File: src/rtl/pc_unit_pkg.sv
// rtl/pc_unit_pkg.sv - op encodings and return-address-stack bounds for pc_unit
package pc_unit_pkg;

    localparam logic [2:0] OP_INC  = 3'd0;
    localparam logic [2:0] OP_LOAD = 3'd1;
    localparam logic [2:0] OP_REL  = 3'd2;
    localparam logic [2:0] OP_CALL = 3'd3;
    localparam logic [2:0] OP_RET  = 3'd4;

    localparam int RAS_DEPTH_MIN = 2;
    localparam int RAS_DEPTH_MAX = 16;
    localparam int RAS_CNT_W     = 5;

endpackage

File: src/rtl/pc_ras.sv
// rtl/pc_ras.sv - circular return-address stack with overflow discard and sticky flags
import pc_unit_pkg::*;

module pc_ras #(
    parameter int AW    = 16,
    parameter int DEPTH = 4
) (
    input  logic                 clk,
    input  logic                 rst_n,
    input  logic                 i_push,
    input  logic                 i_pop,
    input  logic [AW-1:0]        i_data,
    output logic [AW-1:0]        o_top,
    output logic [RAS_CNT_W-1:0] o_count,
    output logic                 o_ovf,
    output logic                 o_unf
);

    localparam int                   PW       = (DEPTH > 1) ? $clog2(DEPTH) : 1;
    localparam logic [PW-1:0]        LAST_IDX = PW'(DEPTH - 1);
    localparam logic [RAS_CNT_W-1:0] FULL_CNT = RAS_CNT_W'(DEPTH);

    logic [AW-1:0]        r_mem [DEPTH];
    logic [PW-1:0]        r_top;
    logic [RAS_CNT_W-1:0] r_count;
    logic                 r_ovf;
    logic                 r_unf;

    logic          w_empty;
    logic          w_full;
    logic          w_do_pop;
    logic [PW-1:0] w_top_inc;
    logic [PW-1:0] w_top_dec;

    assign w_empty   = (r_count == '0);
    assign w_full    = (r_count == FULL_CNT);
    assign w_do_pop  = i_pop && !w_empty;
    assign w_top_inc = (r_top == LAST_IDX) ? '0 : r_top + PW'(1);
    assign w_top_dec = (r_top == '0) ? LAST_IDX : r_top - PW'(1);

    // A push while full lands on the oldest slot, which is what discards it.
    always_ff @(negedge clk) begin
        if (!rst_n) begin
            r_top   <= '0;
            r_count <= '0;
            r_ovf   <= 1'b0;
            r_unf   <= 1'b0;
        end else if (i_push) begin
            r_top <= w_top_inc;
            if (w_full) begin
                r_ovf <= 1'b1;
            end else begin
                r_count <= r_count + RAS_CNT_W'(1);
            end
        end else if (i_pop) begin
            if (w_do_pop) begin
                r_top   <= w_top_dec;
                r_count <= r_count - RAS_CNT_W'(1);
            end else begin
                r_unf <= 1'b1;
            end
        end
    end

    always_ff @(negedge clk) begin
        if (rst_n && i_push) begin
            r_mem[w_top_inc] <= i_data;
        end
    end

    assign o_top   = r_mem[r_top];
    assign o_count = r_count;
    assign o_ovf   = r_ovf;
    assign o_unf   = r_unf;

endmodule

File: src/rtl/pc_unit.sv
// rtl/pc_unit.sv - program counter with inc/load/relative/call/return and a return-address stack
import pc_unit_pkg::*;

module pc_unit #(
    parameter int            AW           = 16,
    parameter int            RAS_DEPTH    = 4,
    parameter logic [AW-1:0] RESET_VECTOR = '0
) (
    input  logic                 clk,
    input  logic                 rst_n,
    input  logic                 pcce,
    input  logic [2:0]           op,
    input  logic [AW-1:0]        alu,
    input  logic [AW-1:0]        offset,
    output logic [AW-1:0]        pc,
    output logic [RAS_CNT_W-1:0] ras_count,
    output logic                 ras_empty,
    output logic                 ras_full,
    output logic                 ras_ovf,
    output logic                 ras_unf
);

    localparam logic [RAS_CNT_W-1:0] FULL_CNT = RAS_CNT_W'(RAS_DEPTH);

    logic [AW-1:0] r_pc;
    logic [AW-1:0] w_pc_next;
    logic [AW-1:0] w_pc_inc;
    logic [AW-1:0] w_ras_top;
    logic          w_push;
    logic          w_pop;

    assign w_pc_inc = r_pc + AW'(1);
    assign w_push   = pcce && (op == OP_CALL);
    assign w_pop    = pcce && (op == OP_RET);

    pc_ras #(
        .AW    (AW),
        .DEPTH (RAS_DEPTH)
    ) u_ras (
        .clk     (clk),
        .rst_n   (rst_n),
        .i_push  (w_push),
        .i_pop   (w_pop),
        .i_data  (w_pc_inc),
        .o_top   (w_ras_top),
        .o_count (ras_count),
        .o_ovf   (ras_ovf),
        .o_unf   (ras_unf)
    );

    assign ras_empty = (ras_count == '0);
    assign ras_full  = (ras_count == FULL_CNT);

    always_comb begin
        w_pc_next = w_pc_inc;
        case (op)
            OP_LOAD: w_pc_next = alu;
            OP_REL:  w_pc_next = r_pc + offset;
            OP_CALL: w_pc_next = alu;
            OP_RET:  w_pc_next = ras_empty ? w_pc_inc : w_ras_top;
            default: w_pc_next = w_pc_inc;
        endcase
    end

    always_ff @(negedge clk) begin
        if (!rst_n) begin
            r_pc <= RESET_VECTOR;
        end else if (pcce) begin
            r_pc <= w_pc_next;
        end
    end

    assign pc = r_pc;

endmodule

File: config.mk
export PLATFORM = sky130hd
export DESIGN_NAME = pc_unit
export DESIGN_NICKNAME = d
export VERILOG_FILES = /design/src/rtl/pc_unit_pkg.sv /design/src/rtl/pc_ras.sv /design/src/rtl/pc_unit.sv
export SDC_FILE = /design/constraint.sdc
export NUM_CORES = 1
export LEC_CHECK = 0
export ABC_AREA = 1
export ABC_CLOCK_PERIOD_IN_PS = 3600
export BUFFER_PORTS_ARGS = -buffer_cell sky130_fd_sc_hd__buf_2
export CORE_MARGIN = 4
export CORE_UTILIZATION = 51
export CTS_CLUSTER_SIZE = 20
export DETAILED_ROUTE_END_ITERATION = 8
export PLACE_DENSITY = 0.71
export SLEW_MARGIN = 25
export SYNTH_ARGS = -nofsm -noshare
export SYNTH_HDL_FRONTEND = slang
export SYNTH_SLANG_ARGS = --single-unit
File: constraint.sdc
create_clock -name clk -period 3.6 [get_ports clk]
set_clock_uncertainty 0.1 [all_clocks]
set_input_delay 0.72 -clock clk [delete_from_list [all_inputs] [get_ports clk]]
set_output_delay 0.72 -clock clk [all_outputs]
set_load 0.005 [all_outputs]
==> summary.md, run 1 <==
| Metric | Value |
|---|---|
| Outcome | `finished, violations left` |
| Failing checks | `negative setup slack` |
| Clock buffer depth | `2` |
| Detailed-route DRC error count | `0` |
| Share of the synthesized area in the top cell type | `0.352` |
| CTS tree | `done` |
| Max-slew violations | `0` |
| Die ar. | `12,400 um2` |
| Nets | `975` |
| CP Launch Type | `flip-flop` |
| Vias per std cell | `5.22` |
| Initial Util | `0.526` |
| Root Buffer | `clkbuf_8` |
| Area leader, netlist | `edfxtp_1` |
| # diodes | `0` |
| Cell family with most CP delay | `simple AND/OR/NAND/NOR gates` |
| Setup violators final | `7` |
| FFs w/ async S/R, synth | `0` |
| CP arrival | `3.03 ns` |
| Vias in the first global route | `5,593` |
| Post-Synthesis Cell Area | `5460 um2` |
| Synth Instances | `695` |
| Hold depth | `2` |
| H-tree levels | `3` |
| Hold Crit Start | `u_ras.o_ovf` |
| Final setup margin | `-0.251 ns` |
| First-pass GRT wire length | `25,500 um` |
| Hold endpoint | `u_ras.o_ovf` |
| Crit path kind | `reg2out` |
| IO Pins | `63` |
| DR vias | `5,490` |
| Critical Path Most Common Cell | `nor2_4` |
| CTS buffer count | `9` |
| Rel. slew slack | `0.556` |
| Cells along the critical path | `nor2_4, nand3_2, nor2_4, buf_2` |
| Syn Nets | `760` |
| 1st-pass router iterations | `5` |
| Reg2Reg Capture Point | `pc[13]` |
| RSZ-0062 raised after global routing | `yes` |
| Final Util | `0.715` |
| Area contributors post-synth | `edfxtp_1 (35%), nand2_1 (12%), dfxtp_1 (9.9%)` |
| Worst path max stage delay | `0.32 ns` |
| Post-synth cell types | `41` |
| Leak | `0.00362 uW` |
| Share of layout cells above drive strength 1 | `0.260` |
| First DRT Iteration DRCs | `451` |
| Final hold violation count | `0` |
| CP required | `2.78 ns` |
| Post-synth top flop | `edfxtp_1` |
| Placed cells | `929` |
| Clock Sinks | `91` |
| Maximum fanout along the worst path | `2` |
| RePlAce Congestion | `0.916` |
| Clk Latency, worst-skew pair | `0.42 ns` |
| CP Launch Point | `u_ras.o_count[1]` |
| Horiz. Die Dim | `111 um` |
| Cell area power density | `391 nW/um2` |
| WL/cell | `15.1 um` |
| Final instance area | `7420 um2` |
| Crit-path slowest cell | `dfxtp_2` |
| Maximum vdd drop | `0.000214 V` |
| Mean Syn Cell Area | `7.85 um2` |
| Overall Global Routing Usage | `0.254` |
| Number of hold buffers added after cts | `0` |
| MaxCap Viol Count | `0` |
| Routed Antenna Nets | `0` |
| Synthesis Warnings | `0` |
| Setup crit end kind | `output port` |
| # rows | `37` |
| Worst hold margin | `0.377 ns` |
| Flops & latches, synth | `91` |
| Final Total Pwr | `2900 uW` |
| IO Port Bufs | `62` |
| Number of synthesized flops with an enable pin | `64` |
| Register area share after synthesis | `0.451` |
| Worst hold path type | `reg2reg` |
| Worst path bufs/invs | `1` |
| R2R depth | `8` |
| CTS clk-pin slew, worst paths | `0.04 ns` |
| Final non-filler cell total | `1,051` |
| DIE HEIGHT | `111 um` |
| Post-synth top cells | `nand2_1 (171), nor2_1 (89), inv_1 (87)` |
| Core region area | `10,400 um2` |
| Slew @ Worst Pin | `0.665 ns` |
| Total Wirelength | `15,900 um` |
| Largest net degree at the start of global routing | `33` |
| Levels on crit path | `4` |
| Area after DPL | `6560 um2` |
| Initial antenna violation count | `0` |
| Final HPWL from detailed placement | `10,900 um` |
| Reg2reg setup slack | `1.54 ns` |
| Top-count cell post-synth | `nand2_1` |
| Layout area overhead | `36.0%` |
| GRT overflow | `0` |
-- routing by layer --
metal  track usage  part of all wire
met1         0.310              0.42
met2         0.424              0.50
met3        0.0679             0.069
met4         0.107             0.014
met5             0                 0
-- state kept, by name, summed over array words and instances, names as in the netlist, named ones only --
name / cells
u_ras.o_count: 5
u_ras.o_ovf: 1
u_ras.r_mem: 64
u_ras.r_top: 2
u_ras.o_unf: 1
pc: 16
-- stage by stage --
step	TNS [ns]	worst slack (ns)
final	-0.775	-0.251
after floorplan	-23.53	-0.438
after detailed placement	-35.16	-0.521
after global routing	-1.41	-0.312
after global placement	-30.74	-0.452
after CTS	-0.770	-0.238
-- kinds of logic (layout without fill, tap and decap cells) --
| logic type | Yosys count | in the layout | synth area share |
|---|---|---|---|
| and+or+nand+nor | 353 | 353 | 0.285 |
| buffers and inverters | 110 | 330 | 0.0814 |
| AOI/OAI and AO/OA | 104 | 104 | 0.102 |
| DFF | 91 | 91 | 0.451 |
| adders and majority gates | 27 | 27 | 0.0647 |
| xor gates and xnor gates | 10 | 10 | 0.0161 |
-- report_power, final --
group / leakage [uW] / internal [uW] / switching [uW]
clock network: 0.000590 / 416 / 728
registers: 0.000806 / 1160 / 21.8
logic: 0.00222 / 250 / 329
total: 0.00362 / 1820 / 1080
-- timing repair --
item | 4_1_cts | 5_1_grt
pin swaps | 9 | 16
setup endpoints to repair | 12 | 42
setup buffers | 8 | 7
resized for setup | 22 | 33
hold endpoints to repair | 0 | 0
gates cloned | 1 | 0
-- worst max path at each step --
stage	end	slack [ns]
finish	ras_full	-0.25
global route	ras_full	-0.31
CTS	ras_full	-0.24
detailed placement	u_ras.o_count[4]	-0.52
global placement	pc[14]	-0.45
floorplan	u_ras.o_count[4]	-0.44
-- cell type report --
cell class,count,area [um2]
Inverter,93,364
Multi-Input combinational cell,494,2920
Clock buffer,9,124
Tap cell,136,170
Timing Repair Buffer,130,936
Sequential cell,91,2480
Fill cell,816,2950
Clock inverter,98,425
-- worst register-to-register path, delay by kind of cell, from the launching register on --
kind                   cells  cell delay, ns
AND/OR/NAND/NOR            3            0.33
flip-flops                 1            0.74
buffers and inverters      2            0.39
AO/OA/AOI/OAI              3            0.45
-- cell usage in the layout, fill, tap and decap left out, types with 6 or more instances in the layout --
master and count:
clkbuf_8 9, a21oi_1 30, inv_1 174, nor3_1 7, edfxtp_1 64, nor2_1 81
dfxtp_1 20, nor2_4 10, a21oi_2 10, ha_1 10, o21ai_0 41, inv_2 6
nand2_2 12, nand3_1 45, buf_2 58, nand2_1 161, buf_6 8, xor2_1 6
ha_4 15, o21ai_1 11, buf_4 58
No activity file was read; power rests on OpenSTA's default activity.
==> run 2: changes to the inputs <==
--- a/config.mk
+++ b/config.mk
@@ -5,14 +5,12 @@
 export SDC_FILE = /design/constraint.sdc
 export NUM_CORES = 1
 export LEC_CHECK = 0
-export ABC_AREA = 1
 export ABC_CLOCK_PERIOD_IN_PS = 3600
 export BUFFER_PORTS_ARGS = -buffer_cell sky130_fd_sc_hd__buf_2
-export CORE_MARGIN = 4
 export CORE_UTILIZATION = 51
 export CTS_CLUSTER_SIZE = 20
 export DETAILED_ROUTE_END_ITERATION = 8
-export PLACE_DENSITY = 0.71
+export PLACE_DENSITY = 0.72
 export SLEW_MARGIN = 25
 export SYNTH_ARGS = -nofsm -noshare
 export SYNTH_HDL_FRONTEND = slang
==> run 2 against run 1 <==
Compared with the run above:
- setup slack worse by 0.32 ns
- clock power about the same
- critical endpoint is now ras_empty
- worst hold slack improved by 0.028 ns
- the flow still finishes with violations (negative setup slack)
==> summary.md, run 2 <==
| Metric | Value |
|---|---|
| Outcome | `finished, violations left` |
| Failing checks | `negative setup slack` |
| Horiz. Die Dim | `101 um (-9.7%)` |
| Slew @ Worst Pin | `0.761 ns (+0.0959 ns)` |
| Final Util | `0.795 (+0.0794)` |
| Area leader, netlist | `edfxtp_1` |
| Vias per std cell | `5.77 (+10%)` |
| Post-synth cell types | `60 (+46%)` |
| Area contributors post-synth | `edfxtp_1 (39%), dfxtp_1 (11%), mux4_2 (6.8%)` |
| Core region area | `9330 um2 (-10%)` |
| Number of synthesized flops with an enable pin | `64 (unchanged)` |
| Nets | `740 (-24%)` |
| Most frequent cells in the layout | `inv_1 (99), buf_4 (85), edfxtp_1 (64), buf_2 (48), nand2_1 (41)` |
| Routed Antenna Nets | `0 (unchanged)` |
| Largest net degree at the start of global routing | `35 (+6.1%)` |
| CP arrival | `3.35 ns (+0.32 ns)` |
| Final hold violation count | `0 (unchanged)` |
| Max-slew violations | `0 (unchanged)` |
| Maximum vdd drop | `0.000228 V (+6.2%)` |
| DIE HEIGHT | `101 um (-9.7%)` |
| Top-count cell post-synth | `edfxtp_1` |
| Worst hold path type | `reg2reg` |
| Clock Sinks | `91 (unchanged)` |
| Cell area power density | `409 nW/um2 (+4.7%)` |
| CTS buffer count | `9 (unchanged)` |
| Setup violators final | `17 (+10)` |
| H-tree levels | `3 (unchanged)` |
| IO Port Bufs | `62 (unchanged)` |
| Share of layout cells above drive strength 1 | `0.419 (+0.159)` |
| Initial Util | `0.532 (+0.00593)` |
| Worst path max stage delay | `0.55 ns (+0.23 ns)` |
| RSZ-0062 raised after global routing | `yes` |
| Overall Global Routing Usage | `0.302 (+0.0488)` |
| IO Pins | `63 (unchanged)` |
| Maximum fanout along the worst path | `2 (unchanged)` |
| Final setup margin | `-0.570 ns (-0.319 ns)` |
| Root Buffer | `clkbuf_8` |
| WL/cell | `18.8 um (+24%)` |
| MaxCap Viol Count | `0 (unchanged)` |
| Flops & latches, synth | `91 (unchanged)` |
| Post-synth top flop | `edfxtp_1` |
| Placed cells | `691 (-26%)` |
| Number of hold buffers added after cts | `0 (unchanged)` |
| Clk Latency, worst-skew pair | `0.44 ns (+0.02 ns)` |
| Synthesis Warnings | `0 (unchanged)` |
| Rel. slew slack | `0.492 (-0.0640)` |
| FFs w/ async S/R, synth | `0 (unchanged)` |
| First-pass GRT wire length | `22,900 um (-10%)` |
| First DRT Iteration DRCs | `467 (+3.5%)` |
| Layout area overhead | `49.4%` |
| Mean Syn Cell Area | `11.7 um2 (+49%)` |
| GRT overflow | `0 (unchanged)` |
| Setup crit end kind | `output port` |
| Vias in the first global route | `4,687 (-16%)` |
| Cells along the critical path | `or4_4, nor2_4, buf_2` |
| Syn Nets | `490 (-36%)` |
| CP required | `2.78 ns (about the same)` |
| Post-Synthesis Cell Area | `4960 um2 (-9.0%)` |
| # rows | `35 (-5.4%)` |
| Synth Instances | `425 (-39%)` |
| Clock buffer depth | `2 (unchanged)` |
| Fillcell total | `528 (-35%)` |
| 1st-pass router iterations | `5 (unchanged)` |
| DR vias | `4,664 (-15%)` |
| Detailed-route DRC error count | `0 (unchanged)` |
| CTS tree | `done` |
| Share of the synthesized area in the top cell type | `0.387 (+0.0350)` |
| Max FFs per register | `64 (unchanged)` |
| Crit-path slowest cell | `or4_4` |
| Register area share after synthesis | `0.496 (+0.0448)` |
| RePlAce Congestion | `0.945 (+3.1%)` |
| Top reg by flops | `u_ras.r_mem` |
| Initial antenna violation count | `0 (unchanged)` |
| # diodes | `0 (unchanged)` |
| Final HPWL from detailed placement | `9950 um (-9.1%)` |
| Final non-filler cell total | `809 (-23%)` |
| CP Launch Type | `flip-flop` |
| Final Total Pwr | `3040 uW (+4.6%)` |
| Die ar. | `10,100 um2 (-18%)` |
| Crit path kind | `reg2out` |
| Post-synth top cells | `edfxtp_1 (64), nand2_1 (41), dfxtp_1 (27)` |
| Total Wirelength | `15,200 um (-4.4%)` |
| CTS clk-pin slew, worst paths | `0.04 ns (about the same)` |
| Commonest non-fill, non-tap cell in the layout | `inv_1` |
| Leak | `0.00331 uW (-8.4%)` |
-- run 2: cell types whose count changed after synthesis, moves of 7 or more --
cell,change
nand2_1,-130
inv_1,-76
nor2_1,-64
nand3_1,-30
o21ai_0,-18
mux4_2,+15
a21oi_1,-13
xnor2_1,+12
a221oi_1,+11
o21ai_1,-11
clkbuf_1,+10
and3_1,+9
buf_2,-7
nor2b_1,+7
-- run 2: timing repair --
item | 4_1_cts | 5_1_grt
endpoints found under the setup margin | 23 | 27
pin swaps | 30 | 31
setup buffers | 5 | 9
gates resized for setup | 47 | 31
-- run 2: cell type report --
class / instances / area [um2] / area share
repair buffers: 170 / 1360 / 0.183
clock buffers: 9 / 124 / 0.0167
multi-input cells: 302 / 2830 / 0.381
well taps: 129 / 161 / 0.0218
clock inverters: 98 / 423 / 0.0571
flip-flops and latches: 91 / 2480 / 0.334
inverters: 10 / 40.0 / 0.00540
-- run 2: critical path, delay by kind of cell, from the launching register on --
family                 cells  cell delay, ns
and+or+nand+nor            2            0.67
buffers and inverters      1            0.14
DFF                        1            0.31
-- run 2: stage by stage --
stage,setup TNS [ns],setup WS (ns),hold slack (ns),cell area [um2]
global route,-6.18,-0.614,0.436,7410
CTS,-4.44,-0.501,0.416,7210
global placement,-37.37,-0.821,0.368,6390
floorplan,-30.52,-0.908,0.382,5280
detailed placement,-39.03,-0.890,0.404,6390
finish,-5.23,-0.570,0.406,7410
-- run 2: path summary, 6_finish.rpt --
check,cells past startpoint,to,slack [ns],from
hold reg to reg,2,u_ras.o_ovf,0.41,u_ras.o_ovf
hold / removal,2,u_ras.o_ovf,0.41,u_ras.o_ovf
setup reg to reg,8,pc[10],1.14,pc[1]
setup / recovery,3,ras_empty,-0.57,u_ras.o_count[1]
-- run 2: kinds of logic after synthesis --
| kind of cell | Yosys count | share of synthesized area |
|---|---|---|
| simple gates | 131 | 0.134 |
| mux | 18 | 0.0774 |
| fa+ha+maj | 27 | 0.0711 |
| flops | 91 | 0.496 |
| xor+xnor | 27 | 0.0477 |
| buf+inv | 32 | 0.0368 |
| compound gates | 99 | 0.137 |
-- run 2: metal layers --
layer | wire, um | part of all wire | up-vias | track usage
met3 | 1310 | 0.086 | 39 | 0.0839
li1 | - | - | 2129 | -
met2 | 7380 | 0.49 | 256 | 0.492
met5 | 0 | 0 | - | 0
met1 | 6180 | 0.41 | 2240 | 0.385
met4 | 352 | 0.023 | 0 | 0.117
-- run 2: power by group --
| group | internal [uW] | switching, uW | total [uW] |
|---|---|---|---|
| registers | 1160 | 24.8 | 1180 |
| clock network | 415 | 737 | 1150 |
| logic | 354 | 347 | 701 |
| total | 1930 | 1110 | 3040 |
==> run 3: changes to the inputs <==
--- a/config.mk
+++ b/config.mk
@@ -15,3 +15,4 @@
 export SYNTH_ARGS = -nofsm -noshare
 export SYNTH_HDL_FRONTEND = slang
 export SYNTH_SLANG_ARGS = --single-unit
+export TNS_END_PERCENT = 30
==> run 3 against run 2 <==
Compared with the run above:
- the run still ends with negative setup slack left
- via count decreased by 1.2%
- global-route usage decreased by 0.57 points
- sequential share of layout area increased by 1.5 points
- count of clock-buffer cells in the layout unchanged
- flip-flop and latch count unchanged
- wire length decreased by 2.8%
- critical path depth unchanged
- cell area decreased by 4.0%
- non-clock buffer count decreased by 16
- final cell count decreased by 2.0%
- largest power group unchanged
- highest routed layer unchanged
==> summary.md, run 3 (same netlist as run 2, synthesis figures left out) <==
| Metric | Value |
|---|---|
| Outcome | `finished, violations left` |
| Failing checks | `negative setup slack` |
| Core region area | `9330 um2 (unchanged)` |
| Initial antenna violation count | `0 (unchanged)` |
| Worst path max stage delay | `0.55 ns (about the same)` |
| Crit-path slowest cell | `or4_4` |
| CTS clk-pin slew, worst paths | `0.04 ns (about the same)` |
| Final Total Pwr | `2900 uW (-4.4%)` |
| Cell Int Power | `1870 uW (-3.1%)` |
| Clock buffer depth | `2 (unchanged)` |
| 1st-pass router iterations | `5 (unchanged)` |
| Layout area overhead | `43.4%` |
| Power share of the clock group | `0.372 (-0.008)` |
| Cell area power density | `408 nW/um2 (-0.45%)` |
| Maximum fanout along the worst path | `2 (unchanged)` |
| # rows | `35 (unchanged)` |
| Rel. slew slack | `0.394 (-0.0982)` |
| First DRT Iteration DRCs | `370 (-21%)` |
| First-pass GRT wire length | `22,800 um (-0.78%)` |
| IO Port Bufs | `62 (unchanged)` |
| Crit path kind | `reg2out` |
| Commonest non-fill, non-tap cell in the layout | `inv_1` |
| Fillcell total | `564 (+6.8%)` |
| Detailed-route DRC error count | `0 (unchanged)` |
| Overall Global Routing Usage | `0.297 (-0.00571)` |
| Clk Latency, worst-skew pair | `0.42 ns (-0.02 ns)` |
| Grt met1 use | `0.386 (about the same)` |
| Max-slew violations | `0 (unchanged)` |
| CP arrival | `3.29 ns (-0.06 ns)` |
| Top reg by flops | `u_ras.r_mem` |
| Vias per std cell | `5.81 (+0.79%)` |
| MaxCap Viol Count | `0 (unchanged)` |
| Slew @ Worst Pin | `0.908 ns (+0.147 ns)` |
| RSZ-0062 raised after global routing | `yes` |
| Worst hold path type | `reg2reg` |
| Initial Util | `0.532 (unchanged)` |
| Final hold violation count | `0 (unchanged)` |
| Final setup margin | `-0.507 ns (+0.0632 ns)` |
| IO Pins | `63 (unchanged)` |
| Total Wirelength | `14,800 um (-2.8%)` |
| Setup violators final | `22 (+5)` |
| WL/cell | `18.7 um (-0.82%)` |
| Net Switching | `1040 uW (-6.6%)` |
| Routed Antenna Nets | `0 (unchanged)` |
| Number of hold buffers added after cts | `0 (unchanged)` |
| # diodes | `0 (unchanged)` |
| CP Launch Type | `flip-flop` |
| Gate power share | `0.219 (-0.012)` |
| GRT overflow | `0 (unchanged)` |
| Root Buffer | `clkbuf_8` |
| Cells along the critical path | `or4_4, nor2_4, buf_2` |
| Die ar. | `10,100 um2 (unchanged)` |
| Final instance area | `7120 um2 (-4.0%)` |
| Leak | `0.00316 uW (-4.5%)` |
| Share of layout cells above drive strength 1 | `0.398 (-0.0215)` |
| CTS tree | `done` |
| Nets | `724 (-2.2%)` |
| Max FFs per register | `64 (unchanged)` |
| Clock Sinks | `91 (unchanged)` |
| Met2 Use GR | `0.472 (-0.0195)` |
| RePlAce Congestion | `0.917 (-3.0%)` |
| Most frequent cells in the layout | `inv_1 (100), buf_4 (74), edfxtp_1 (64), buf_2 (55), nand2_1 (40)` |
| Vias in the first global route | `4,763 (+1.6%)` |
| H-tree levels | `3 (unchanged)` |
| CP required | `2.78 ns (about the same)` |
| Met3 GRT Util | `0.0763 (-0.00763)` |
| Maximum vdd drop | `0.000210 V (-7.5%)` |
| GRT Max-Usage Layer | `met2` |
| DR vias | `4,608 (-1.2%)` |
| Final Util | `0.763 (-0.0315)` |
| Horiz. Die Dim | `101 um (unchanged)` |
| DIE HEIGHT | `101 um (unchanged)` |
| Final HPWL from detailed placement | `9330 um (-6.2%)` |
| Setup crit end kind | `output port` |
| Area after DPL | `6000 um2 (-6.1%)` |
| Largest net degree at the start of global routing | `35 (unchanged)` |
| Net Sw Frac | `0.357 (-0.00853)` |
| CTS buffer count | `9 (unchanged)` |
| Sequential power share | `0.409 (+0.020)` |
[run 3: final timing paths]
check	start	end	slack, ns	cells after the start
setup / recovery	u_ras.o_count[0]	ras_empty	-0.51	3
hold / removal	u_ras.o_unf	u_ras.o_unf	0.44	2
setup reg to reg	flip-flop	pc[14]	1.16	4
hold reg to reg	u_ras.o_unf	u_ras.o_unf	0.44	2
[run 3: power groups by stage]
| stage | sequential, uW | combinational (uW) | clock (uW) |
|---|---|---|---|
| 2_1_floorplan | 1200 | 270 | 153 |
| 3_3_place_gp | 1200 | 475 | 153 |
| 3_5_place_dp | 1200 | 491 | 153 |
| 4_1_cts | 1190 | 575 | 1100 |
| 5_1_grt | 1190 | 678 | 1220 |
| 6_report | 1190 | 636 | 1080 |
[run 3: what timing repair did]
action | CTS | global route
gates resized for setup | 70 | 33
pin swaps | 45 | 28
endpoints found under the setup margin | 74 | 31
setup buffers | 13 | 4
hold endpoints to repair | 0 | 0
cloned | 0 | 0
[run 3: critical path, delay by kind of cell, from the launching register on]
kind | cells | cell delay [ns]
buffers and inverters | 1 | 0.11
AND/OR/NAND/NOR | 2 | 0.65
flip-flops | 1 | 0.31
[run 3: per-stage QoR]
step           setup slack, ns  instances  hold WS, ns  TNS, ns
6_report                -0.507        793        0.445    -5.46
5_1_grt                 -0.556        793        0.465    -6.60
4_1_cts                 -0.505        790        0.421    -5.42
3_5_place_dp            -0.907        672        0.409   -43.88
3_3_place_gp            -0.870        672        0.370   -40.73
2_1_floorplan           -0.911        425        0.382   -37.93
[run 3: area by class of cell]
class,count,area (um2),area share
multi-input combinational,302,2750,0.387
sequential,91,2480,0.349
timing repair buffer,154,1160,0.163
clock inverter,98,398,0.0559
tap,129,161,0.0227
clock buffer,9,124,0.0174
inverter,10,40.0,0.00562
[run 3: per-layer routing]
| metal | wire length (um) | up-vias |
|---|---|---|
| li1 | - | 2095 |
| met1 | 5970 | 2216 |
| met2 | 7230 | 251 |
| met3 | 1260 | 46 |
| met4 | 333 | 0 |
| met5 | 0 | - |
